===== config.mk =====
export PLATFORM = sky130hd
export DESIGN_NAME = inst_mem_loader
export DESIGN_NICKNAME = d
export VERILOG_FILES = /design/src/rtl/inst_loader_pkg.sv /design/src/rtl/byte_packer.sv /design/src/rtl/inst_mem_loader.sv
export SDC_FILE = /design/constraint.sdc
export NUM_CORES = 1
export LEC_CHECK = 0
export CAP_MARGIN = 40
export CORE_MARGIN = 3
export CORE_UTILIZATION = 29
export CTS_CLUSTER_DIAMETER = 30
export DETAILED_ROUTE_END_ITERATION = 8
export HOLD_SLACK_MARGIN = 0.03
export SKIP_CTS_REPAIR_TIMING = 1
export SYNTH_ARGS = -nofsm -noshare
export SYNTH_HDL_FRONTEND = slang
export SYNTH_HIERARCHICAL = 1
export SYNTH_SLANG_ARGS = --single-unit

===== constraint.sdc =====
create_clock -name Clk -period 5.4 [get_ports Clk]
set_input_delay 0.81 -clock Clk [delete_from_list [all_inputs] [get_ports Clk]]
set_output_delay 0.81 -clock Clk [all_outputs]
set_load 0.02 [all_outputs]

===== src/rtl/inst_loader_pkg.sv =====
// -----------------------------------------------------------------------------
// inst_loader_pkg
// Shared definitions for the instruction-memory loader:
//   - loader_state_t : loader FSM states
//   - INST_W         : instruction word width (32)
//   - BYTES_PER_WORD : stream bytes per instruction word (4)
//   - DEFAULT_ADDR_W : default word-address width (5 -> 32 words)
// No ports (package).
// -----------------------------------------------------------------------------
package inst_loader_pkg;

  localparam int INST_W         = 32;
  localparam int BYTES_PER_WORD = 4;
  localparam int DEFAULT_ADDR_W = 5;

  typedef enum logic [2:0] {
    IDLE,
    COLLECT,
    WRITE,
    CHECK,
    DONE
  } loader_state_t;

endpackage


===== src/rtl/byte_packer.sv =====
// -----------------------------------------------------------------------------
// byte_packer
// Packs a byte stream into big-endian instruction words. The first byte of a
// word ends up in [31:24], the fourth in [7:0].
// Ports:
//   clk       in   clock, rising edge
//   rst_n     in   asynchronous active-low reset
//   clear     in   restart packing at byte 0 (start of a new load)
//   shift_en  in   a byte is being accepted this cycle
//   byte_in   in   [7:0] stream byte
//   word      out  [INST_W-1:0] assembled word, valid while word_full is high
//   word_full out  this cycle's byte completes a word
// -----------------------------------------------------------------------------
module byte_packer
  import inst_loader_pkg::*;
(
  input  logic              clk,
  input  logic              rst_n,
  input  logic              clear,
  input  logic              shift_en,
  input  logic [7:0]        byte_in,
  output logic [INST_W-1:0] word,
  output logic              word_full
);

  localparam int         HELD_W    = INST_W - 8;
  localparam logic [1:0] LAST_BYTE = 2'(BYTES_PER_WORD - 1);

  logic [HELD_W-1:0] held;
  logic [1:0]        byte_cnt;

  // Only the first three bytes are stored; the fourth is taken straight from
  // the input so the full word is available in the same cycle it completes,
  // letting the write strobe follow the last byte by exactly one cycle.
  assign word      = {held, byte_in};
  assign word_full = shift_en && (byte_cnt == LAST_BYTE);

  // Shift in accepted bytes and count position within the word. The 2-bit
  // counter wraps naturally after the fourth byte, ready for the next word.
  always_ff @(posedge clk or negedge rst_n) begin
    if (!rst_n) begin
      held     <= '0;
      byte_cnt <= '0;
    end else if (clear) begin
      held     <= '0;
      byte_cnt <= '0;
    end else if (shift_en) begin
      held     <= {held[HELD_W-9:0], byte_in};
      byte_cnt <= byte_cnt + 2'd1;
    end
  end

endmodule


===== src/rtl/inst_mem_loader.sv =====
// -----------------------------------------------------------------------------
// inst_mem_loader
// Loads a program into the CPU instruction memory from a byte stream. Bytes
// arrive on a valid/ready handshake, are packed big-endian into 32-bit words
// and written at word addresses 0,1,2,... while the CPU is held stalled.
//
// Optional feature macro: INSTLOAD_CHECKSUM_EN
//   defined   : one trailing XOR checksum byte is consumed after the last
//               word and a mismatch sets the sticky Err flag
//   undefined : no checksum byte is consumed, Err is tied low
//
// Parameters:
//   ADDR_W     word-address width, memory depth 2^ADDR_W words
// Ports:
//   Clk        in   clock, rising edge
//   Rst_n      in   asynchronous active-low reset
//   Load       in   start pulse, sampled only when idle
//   Len        in   [ADDR_W:0] words to load, clamped to 2^ADDR_W
//   ByteIn     in   [7:0] stream data
//   ByteValid  in   ByteIn valid
//   ByteReady  out  loader accepts a byte this cycle
//   WrEn       out  instruction-memory write strobe
//   WrAddr     out  [ADDR_W-1:0] word address
//   WrData     out  [31:0] assembled instruction word
//   CpuHold    out  CPU stall, from Load acceptance through Done
//   Done       out  one-cycle completion pulse
//   Err        out  sticky checksum error
// -----------------------------------------------------------------------------
module inst_mem_loader
  import inst_loader_pkg::*;
#(
  parameter int ADDR_W = DEFAULT_ADDR_W
) (
  input  logic              Clk,
  input  logic              Rst_n,
  input  logic              Load,
  input  logic [ADDR_W:0]   Len,
  input  logic [7:0]        ByteIn,
  input  logic              ByteValid,
  output logic              ByteReady,
  output logic              WrEn,
  output logic [ADDR_W-1:0] WrAddr,
  output logic [INST_W-1:0] WrData,
  output logic              CpuHold,
  output logic              Done,
  output logic              Err
);

  localparam logic [ADDR_W:0] MAX_WORDS = {1'b1, {ADDR_W{1'b0}}};
  localparam logic [ADDR_W:0] ONE_WORD  = {{ADDR_W{1'b0}}, 1'b1};

  loader_state_t     state;
  logic [ADDR_W:0]   len_q;
  logic [ADDR_W:0]   word_cnt;
  logic [ADDR_W:0]   word_cnt_next;
  logic [ADDR_W:0]   len_clamped;
  logic              accept;
  logic              start;
  logic              pack_shift;
  logic              word_full;
  logic [INST_W-1:0] packed_word;

  assign accept        = ByteValid && ByteReady;
  assign start         = (state == IDLE) && Load;
  assign pack_shift    = accept && (state == COLLECT);
  assign word_cnt_next = word_cnt + ONE_WORD;

  // Clamping at capture keeps the word counter from ever passing the top
  // address, so WrAddr cannot wrap inside one load.
  assign len_clamped = (Len > MAX_WORDS) ? MAX_WORDS : Len;

  byte_packer u_packer (
    .clk       (Clk),
    .rst_n     (Rst_n),
    .clear     (start),
    .shift_en  (pack_shift),
    .byte_in   (ByteIn),
    .word      (packed_word),
    .word_full (word_full)
  );

  // Loader FSM. Every output is registered and updated on the same edge as
  // the state change, so ByteReady is high exactly in COLLECT/CHECK, WrEn
  // exactly in WRITE and Done exactly in DONE.
  always_ff @(posedge Clk or negedge Rst_n) begin
    if (!Rst_n) begin
      state     <= IDLE;
      len_q     <= '0;
      word_cnt  <= '0;
      ByteReady <= 1'b0;
      WrEn      <= 1'b0;
      WrAddr    <= '0;
      WrData    <= '0;
      CpuHold   <= 1'b0;
      Done      <= 1'b0;
    end else begin
      WrEn <= 1'b0;
      Done <= 1'b0;
      case (state)
        IDLE: begin
          if (Load) begin
            len_q    <= len_clamped;
            word_cnt <= '0;
            CpuHold  <= 1'b1;
            if (len_clamped == '0) begin
`ifdef INSTLOAD_CHECKSUM_EN
              state     <= CHECK;
              ByteReady <= 1'b1;
`else
              state <= DONE;
              Done  <= 1'b1;
`endif
            end else begin
              state     <= COLLECT;
              ByteReady <= 1'b1;
            end
          end
        end

        COLLECT: begin
          if (word_full) begin
            state     <= WRITE;
            ByteReady <= 1'b0;
            WrEn      <= 1'b1;
            WrAddr    <= word_cnt[ADDR_W-1:0];
            WrData    <= packed_word;
          end
        end

        WRITE: begin
          word_cnt <= word_cnt_next;
          if (word_cnt_next == len_q) begin
`ifdef INSTLOAD_CHECKSUM_EN
            state     <= CHECK;
            ByteReady <= 1'b1;
`else
            state <= DONE;
            Done  <= 1'b1;
`endif
          end else begin
            state     <= COLLECT;
            ByteReady <= 1'b1;
          end
        end

`ifdef INSTLOAD_CHECKSUM_EN
        CHECK: begin
          if (accept) begin
            state     <= DONE;
            ByteReady <= 1'b0;
            Done      <= 1'b1;
          end
        end
`endif

        DONE: begin
          state   <= IDLE;
          CpuHold <= 1'b0;
        end

        default: begin
          state     <= IDLE;
          ByteReady <= 1'b0;
          CpuHold   <= 1'b0;
        end
      endcase
    end
  end

`ifdef INSTLOAD_CHECKSUM_EN
  logic [7:0] csum;

  // Running XOR over data bytes only; the checksum byte itself is compared
  // against it in CHECK. Err is sticky until the next accepted Load.
  always_ff @(posedge Clk or negedge Rst_n) begin
    if (!Rst_n) begin
      csum <= '0;
      Err  <= 1'b0;
    end else if (start) begin
      csum <= '0;
      Err  <= 1'b0;
    end else begin
      if (pack_shift) begin
        csum <= csum ^ ByteIn;
      end
      if (accept && (state == CHECK) && (ByteIn != csum)) begin
        Err <= 1'b1;
      end
    end
  end
`else
  assign Err = 1'b0;
`endif

endmodule


==> results of run 1 <==
[synthesized netlist by cell type (3+ instances only)]
cell type   n  area share, %
nor3_1      3           0.42
xnor2_1     5            1.2
nand2_1    18            1.9
buf_6       3           0.94
inv_1       3           0.31
nor2_1     35            3.6
buf_12      4            2.2
mux2_4     19            7.9
buf_2       3           0.42
mux2i_1    26            7.2
dfrtp_1    82             57
nand2b_1    4           0.69
mux2_2     18            5.6
xor2_1      5            1.2
buf_4       9            1.9
o21ai_0    14            1.9
[worst max-delay path, delay by kind of cell]
family,cells,cell delay (ns)
buffers and inverters,2,0.86
muxes,1,0.41
and+or+nand+nor,4,1.02
[kinds of logic after synthesis]
group | after synthesis | synth area share, %
buf+inv | 24 | 5.960
mux | 63 | 20.72
xor+xnor | 10 | 2.425
flops | 82 | 56.83
other cells | 1 | 0.1039
fa+ha+maj | 2 | 0.6929
compound gates | 23 | 4.019
simple gates | 73 | 9.252
[layer usage]
layer	global-route usage (%)	vias up
li1	-	1037
met1	13.93	1056
met2	16.29	58
met3	3.844	8
met4	3.956	0
met5	0	-
[sequential cells by signal, indices dropped and copies added (netlist names), 2 cells and up]
register and cells:
WrData 32, u_packer/held 24, len_q 6, word_cnt 6
WrAddr 5, state 3, u_packer/byte_cnt 2
[layout make-up]
class                      count  area [um^2]  share of cell area (%)
sequential                    82         2052                   44.88
timing repair buffer          61        628.1                   13.74
clock inverter                 6        90.09                   1.970
inverter                       3        11.26                  0.2463
tap                          168        210.2                   4.598
clock buffer                  10        229.0                   5.008
multi-input combinational    172         1351                   29.56
[metrics by stage]
stage | hold WS (ns) | util [%] | cells | total power, mW
finish | 0.3342 | 37.75 | 502 | 2.557
global route | 0.3372 | 37.75 | 502 | 2.718
CTS | 0.3241 | 37.75 | 502 | 2.602
detailed placement | 0.4886 | 35.11 | 486 | 1.939
global placement | 0.4801 | 34.76 | 484 | 1.901
floorplan | 0.4652 | - | 278 | 1.584
[report_power, final]
part	internal [mW]	switching (mW)	total, mW
sequential	0.850	0.164	1.01
combinational	0.479	0.414	0.893
clock	0.406	0.244	0.650
total	1.74	0.822	2.56
[how the worst max path moves through the flow]
stage                                  end  depth (start not counted)  slack [ns]
finish              WrData[25]$_DFFE_PN0P_                          7        2.49
global route         WrData[1]$_DFFE_PN0P_                          7        2.37
CTS                 WrData[25]$_DFFE_PN0P_                          7        2.48
detailed placement  WrData[25]$_DFFE_PN0P_                          7        2.10
global placement     WrAddr[1]$_DFFE_PN0P_                          7        2.15
floorplan            WrAddr[4]$_DFFE_PN0P_                          9        3.08
==> impl_metrics.yaml, run 1 <==
run_status:
  status: "finished clean"
detailed_routing:
  dr_total_vias: 2159
  wire_per_inst_um: 13.66
  drt-met1-wl_um: 3221
  antenna_left: 0
  wl_met3_um: 369
  dr_wl_met2_um: 3178
  viasPerCell: 4.301
  drt_wl_total_um: 6855
  highest_layer: "met4"
  firstDrtPassIters: 4
  drt_iter0_drc: 86
  drc_errors: 0
floorplan:
  dieWidth_um: 117.6
  row_count: 40
  chipHeight_um: 117.6
  die-area_um2: 13830
  ios: 60
  start_util_pct: 29.81
  coreArea_um2: 12110
synth:
  synth_ff_type: "dfrtp_1"
  synth_enable_flop_cells: 0
  ys_async_sr_fraction_pct: 100.0
  synth_area_um2: 3611
  ys_ff_latch: 82
  syn_avg_cell_area_um2: 12.99
  ys_warn_count: 6
  synth.distinct_cells: 38
  syn_inst: 278
  synth-seq-area-share_pct: 56.83
  syn_nets: 298
clock_tree:
  cts_root_buffer: "clkbuf_16"
  cts_tree: "yes"
  clk_path_buf_depth: 2
  cts_made_buffers: 9
  clock_sinks: 82
  clk_pin_slew_ns: 0.06
  htreeDepth: 3
  clock_latency_ns: 0.34
sta:
  tightest_slew_ns: 0.6330
  fmax_mhz: 343.5
  setup_tns_ns: 0
  rsz0062_at_grt: "false"
  post-route-min-period_ns: 2.911
  hold_viol: 0
  setup_viol: 0
  finalCritPeriodShare_pct: 53.91
  fin_skew_ns: 0.007145
  drv_slew: 0
  worst_slack_ns: 2.489
  slew_headroom_pct: 57.80
place:
  placed_cell_area_um2: 4253
  pre_cts_ws_ns: 2.100
  portBuffers: 58
  dp.final_hpwl_um: 4817
  place.gp.congestion: 0.7129
critical_path:
  critPathMaxFanout: 38
  crit_chain: "clkdlybuf4s50_1 > nand2_1 > nor2_4 > buf_4 > and2_1 > and3_4 > mux2_2"
  start_kind: "input pin"
  r2r_cells: 7
  worstPathArrival_ns: 3.13
  max_stage_delay_ns: 0.62
  r2r-start: "state[1]$_DFFE_PN0P_"
  critical_path_class: "input pin to register"
  cp-end-kind: "register"
  rr_endpoint: "WrData[25]$_DFFE_PN0P_"
  slowest_stage: "and3_4"
  reg2reg_slack_ns: 2.73
  crit_start: "ByteValid"
  cp.required_ns: 5.62
power:
  irDropWorstVdd_mv: 0.2110
  power.density_nw_per_um2: 559.4
  leakagePower_nw: 2.031
global_routing:
  antenna_found_initial: 0
  grt_max_degree: 67
  grtUsageTotal_pct: 10.66
  grt_pass1_wl_um: 11790
  overflow: 0
  grt_pass1_vias: 2264
layout:
  antenna_cells: 0
  num-fill-cells: 1212
  syn_to_final_growth_pct: 26.61
  drive_gt1_share_pct: 19.46
  final_common_cell: "dfrtp_1"
  final_cell_area_um2: 4572
  finalNetCount: 349
  final_cell_mix: "dfrtp_1 (82), clkdlybuf4s50_1 (57), nor2_1 (34), mux2i_1 (26), mux2_4 (19)"
job:
  maxCapViolCount: 0
hold_path:
  hold_class: "input pin to asynchronous set/reset pin"
Note: power is estimated with default switching activity, not from simulation.
==> run 2, diff against run 1 <==
- clock period: 5.4 -> 3 ns (I/O delays scaled with it)
==> impl_metrics.yaml, run 2 (synthesis gave the netlist of run 1 again) <==
layout:
  syn_to_final_growth_pct: 26.78
  antenna_cells: 0
  drive_gt1_share_pct: 19.52
  reg_top3: "WrData: 32 flops, u_packer/held: 24 flops"
  largest_reg_flops: 32
  max_flop_register: "WrData"
  finalNetCount: 349
  final_util_pct: 37.80
  num-fill-cells: 1212
  final_common_cell: "dfrtp_1"
  final_cell_mix: "dfrtp_1 (82), clkdlybuf4s50_1 (57), nor2_1 (34), mux2i_1 (26), mux2_4 (19)"
floorplan:
  die-area_um2: 13830
  ios: 60
  chipHeight_um: 117.6
  row_count: 40
  dieWidth_um: 117.6
  start_util_pct: 29.81
  coreArea_um2: 12110
detailed_routing:
  viasPerCell: 4.323
  dr_total_vias: 2166
  firstDrtPassIters: 4
  drc_errors: 0
  drt_wl_total_um: 6736
  wire_per_inst_um: 13.45
  drt_iter0_drc: 102
  antenna_left: 0
global_routing:
  grt_pass1_wl_um: 11450
  grt_max_degree: 45
  grt_pass1_vias: 2248
  grtUsageTotal_pct: 10.33
  antenna_found_initial: 0
  overflow: 0
hold_path:
  hold_class: "input pin to asynchronous set/reset pin"
power:
  p_total_mw: 4.662
  power.density_nw_per_um2: 1018
  irDropWorstVdd_mv: 0.2778
  leakagePower_nw: 2.035
sta:
  setup_tns_ns: 0
  drv_slew: 0
  rsz0062_at_grt: "false"
  tightest_slew_ns: 0.6339
  slew_headroom_pct: 57.74
  fin_skew_ns: 0.004535
  hold_viol: 0
  finalCritPeriodShare_pct: 72.97
  post-route-min-period_ns: 2.189
  whs_ns: 0.09057
  worst_slack_ns: 0.8108
  setup_viol: 0
  fmax_mhz: 456.8
clock_tree:
  clock_latency_ns: 0.33
  cts_tree: "yes"
  cts_root_buffer: "clkbuf_16"
  clock_sinks: 82
  clk_path_buf_depth: 2
  htreeDepth: 3
  cts_made_buffers: 9
  clk_pin_slew_ns: 0.06
critical_path:
  start_kind: "register"
  worstPathArrival_ns: 2.41
  crit_cells: 6
  crit_chain: "nor2_2 > nand2_1 > nor2_4 > and2_1 > and3_4 > mux2_2"
  cp-end-kind: "register"
  max_stage_delay_ns: 0.62
  worst-path-buf-inv: 0
  cp.required_ns: 3.22
  cp_top_family: "simple AND/OR/NAND/NOR gates"
  critical_path_class: "register to register"
  r2r_cells: 6
  slowest_stage: "and3_4"
  critPathMaxFanout: 38
place:
  portBuffers: 58
  dp.final_hpwl_um: 4610
  pre_cts_ws_ns: 0.5233
  place.gp.congestion: 0.7164
job:
  maxCapViolCount: 0
run_status:
  status: "finished clean"
## run 2: through the flow
stage                     cell area (um^2)  cells
after floorplan                       3611    278
after global placement                4238    486
after detailed placement              4238    486
after CTS                             4578    501
after global routing                  4578    501
final                                 4578    501
## run 2: worst paths after layout
kind,from,endpoint,slack (ns)
max,state[1]$_DFFE_PN0P_,WrData[0]$_DFFE_PN0P_,0.81
min,Rst_n,WrData[29]$_DFFE_PN0P_,0.09
max reg2reg,state[1]$_DFFE_PN0P_,WrData[0]$_DFFE_PN0P_,0.81
min reg2reg,len_q[5]$_DFFE_PN0P_,len_q[5]$_DFFE_PN0P_,0.50
max in group asynchronous,Rst_n,word_cnt[1]$_DFFE_PN0P_,2.31
min in group Clk,len_q[5]$_DFFE_PN0P_,len_q[5]$_DFFE_PN0P_,0.50
## run 2: layer usage
metal / part of all wire, % / GRT usage [%] / routed length [um] / up-vias
met4: 1.5 / 3.736 / 102 / 0
met3: 4.7 / 3.508 / 314 / 8
met1: 47 / 13.18 / 3189 / 1065
met5: 0 / 0 / 0 / -
met2: 46 / 16.37 / 3130 / 57
li1: - / - / - / 1036
## run 2: area by class of cell
cell class	instances	area, um^2	area share (%)
sequential	82	2052	44.82
multi-input combinational	172	1351	29.52
timing repair buffer	61	613.1	13.39
clock buffer	9	225.2	4.919
tap	168	210.2	4.591
clock inverter	6	115.1	2.514
inverter	3	11.26	0.2460
## run 2: where the power goes
group	leakage, nW	switching (mW)	total, mW	internal (mW)
sequential	1.07	0.289	1.82	1.53
clock	0.162	0.436	1.25	0.812
combinational	0.799	0.738	1.59	0.857
## run 2: worst register-to-register path, stage by stage (launching register included)
cell and delay (ns):
dfrtp_1 0.44, nor2_2 0.16, nand2_1 0.12, nor2_4 0.12, and2_1 0.18, and3_4 0.63, mux2_2 0.43
==> run 3, diff against run 2 <==
- clock period: 3 -> 2.3 ns (I/O delays scaled with it)
==> impl_metrics.yaml, run 3 (synthesis gave the netlist of run 1 again) <==
place:
  dp.final_hpwl_um: 4774
  placed_cell_area_um2: 4293
  place.gp.congestion: 0.7406
  portBuffers: 58
  pre_cts_ws_ns: 0.1552
floorplan:
  start_util_pct: 29.81
  ios: 60
  chipHeight_um: 117.6
  row_count: 40
  dieWidth_um: 117.6
  die-area_um2: 13830
  coreArea_um2: 12110
power:
  p_switching_mw: 1.917
  leakagePower_nw: 2.056
  p_seq_share_pct: 39.3
  irDropWorstVdd_mv: 0.4600
  swShare_pct: 31.72
  power.density_nw_per_um2: 1305
  p_comb_share_pct: 35.1
  intPower_mw: 4.125
  clkPwrFrac_pct: 25.6
critical_path:
  cp-end-kind: "register"
  start_kind: "register"
  cp.required_ns: 2.52
  rr_endpoint: "WrData[2]$_DFFE_PN0P_"
  worstPathArrival_ns: 2.23
  crit_chain: "nor2_2 > nand2_1 > nor2_4 > and2_1 > and3_4 > buf_12 > mux2_2"
  critical_path_class: "register to register"
  critPathMaxFanout: 38
  max_stage_delay_ns: 0.45
  r2r-start: "state[1]$_DFFE_PN0P_"
  r2r_cells: 7
  slowest_stage: "dfrtp_1"
  reg2reg_slack_ns: 0.29
layout:
  drive_gt1_share_pct: 20.65
  num-fill-cells: 1223
  final_cell_area_um2: 4631
  reg_top3: "WrData: 32 flops, u_packer/held: 24 flops"
  largest_reg_flops: 32
  syn_to_final_growth_pct: 28.24
  final_util_pct: 38.23
  antenna_cells: 0
  max_flop_register: "WrData"
  final_common_cell: "dfrtp_1"
  final_cell_mix: "dfrtp_1 (82), clkdlybuf4s50_1 (57), nor2_1 (34), mux2i_1 (26), mux2_4 (19)"
  finalNetCount: 354
clock_tree:
  clk_pin_slew_ns: 0.06
  cts_tree: "yes"
  clk_path_buf_depth: 2
  htreeDepth: 3
  cts_made_buffers: 9
  clock_sinks: 82
  clock_latency_ns: 0.33
  cts_root_buffer: "clkbuf_16"
hold_path:
  hp-start: "len_q[0]$_DFFE_PN0P_"
  whs_endpoint: "len_q[0]$_DFFE_PN0P_"
  min_path_cells: 2
  hold_class: "register to register"
sta:
  post-route-min-period_ns: 2.013
  hold_viol: 0
  rsz0062_at_grt: "false"
  fmax_mhz: 496.7
  worst_slack_ns: 0.2867
  setup_tns_ns: 0
  fin_skew_ns: 0.007108
  drv_slew: 0
  finalCritPeriodShare_pct: 87.53
  setup_viol: 0
detailed_routing:
  antenna_left: 0
  drt_iter0_drc: 72
  drc_errors: 0
  viasPerCell: 4.321
  dr_total_vias: 2191
  drt_wl_total_um: 6857
  wire_per_inst_um: 13.52
  firstDrtPassIters: 4
job:
  maxCapViolCount: 0
global_routing:
  antenna_found_initial: 0
  grt_pass1_vias: 2394
  grt_pass1_wl_um: 12050
  grt_max_degree: 39
  grtUsageTotal_pct: 10.75
  overflow: 0
run_status:
  status: "finished clean"
run 3: cell types whose count changed in the layout (fill, tap and decap cells not counted):
cell           delta
buf_12            +2
clkinv_4          -1
clkinvlp_4        +1
bufinv_16         -1
clkinv_2          +1
clkbuf_8          +1
buf_4             +2
dlygate4sd3_1     +1
run 3: critical path: cells and delay by family, from the launching register on:
family,cells,cell delay [ns]
multiplexers,1,0.37
flip-flops,1,0.45
buffers and inverters,1,0.24
AND/OR/NAND/NOR,5,0.81
run 3: cell type report:
type / count / area, um^2 / share of cell area [%]
sequential: 82 / 2052 / 44.31
multi-input combinational: 172 / 1351 / 29.18
timing repair buffer: 66 / 678.2 / 14.64
clock buffer: 10 / 239.0 / 5.161
tap: 168 / 210.2 / 4.539
clock inverter: 6 / 88.84 / 1.918
inverter: 3 / 11.26 / 0.2432
run 3: stage by stage:
step | instances | total power [mW] | hold WS, ns
after floorplan | 278 | 3.719 | 0.04941
after global placement | 490 | 4.510 | 0.3393
after detailed placement | 490 | 4.569 | 0.3419
after CTS | 506 | 6.155 | -0.01914
after global routing | 507 | 6.436 | 0.5270
final | 507 | 6.042 | 0.4984
run 3: per-layer routing:
layer / global-route usage (%) / vias up / wire, um
li1: - / 1049 / -
met1: 13.23 / 1086 / 3070
met2: 17.92 / 51 / 3413
met3: 3.604 / 5 / 297
met4: 3.297 / 0 / 76
met5: 0 / - / 0
run 3: worst max path at each step:
stage                              start                     end  slack, ns  depth (start not counted)
CTS                 state[1]$_DFFE_PN0P_   WrData[4]$_DFFE_PN0P_       0.28                          7
global route        state[1]$_DFFE_PN0P_  WrData[30]$_DFFE_PN0P_       0.16                          7
finish              state[1]$_DFFE_PN0P_   WrData[2]$_DFFE_PN0P_       0.29                          7
floorplan           state[1]$_DFFE_PN0P_   WrAddr[4]$_DFFE_PN0P_       0.20                         10
detailed placement             ByteValid   WrData[0]$_DFFE_PN0P_       0.16                          7
global placement               ByteValid  WrData[29]$_DFFE_PN0P_       0.20                          7
run 3: power by group through the flow:
stage / Combinational [mW] / Clock [mW] / Sequential (mW)
5_1_grt: 2.32 / 1.65 / 2.47
2_1_floorplan: 1.07 / 0 / 2.65
6_report: 2.12 / 1.55 / 2.37
3_3_place_gp: 2.11 / 0 / 2.40
4_1_cts: 2.16 / 1.60 / 2.40
3_5_place_dp: 2.15 / 0 / 2.42
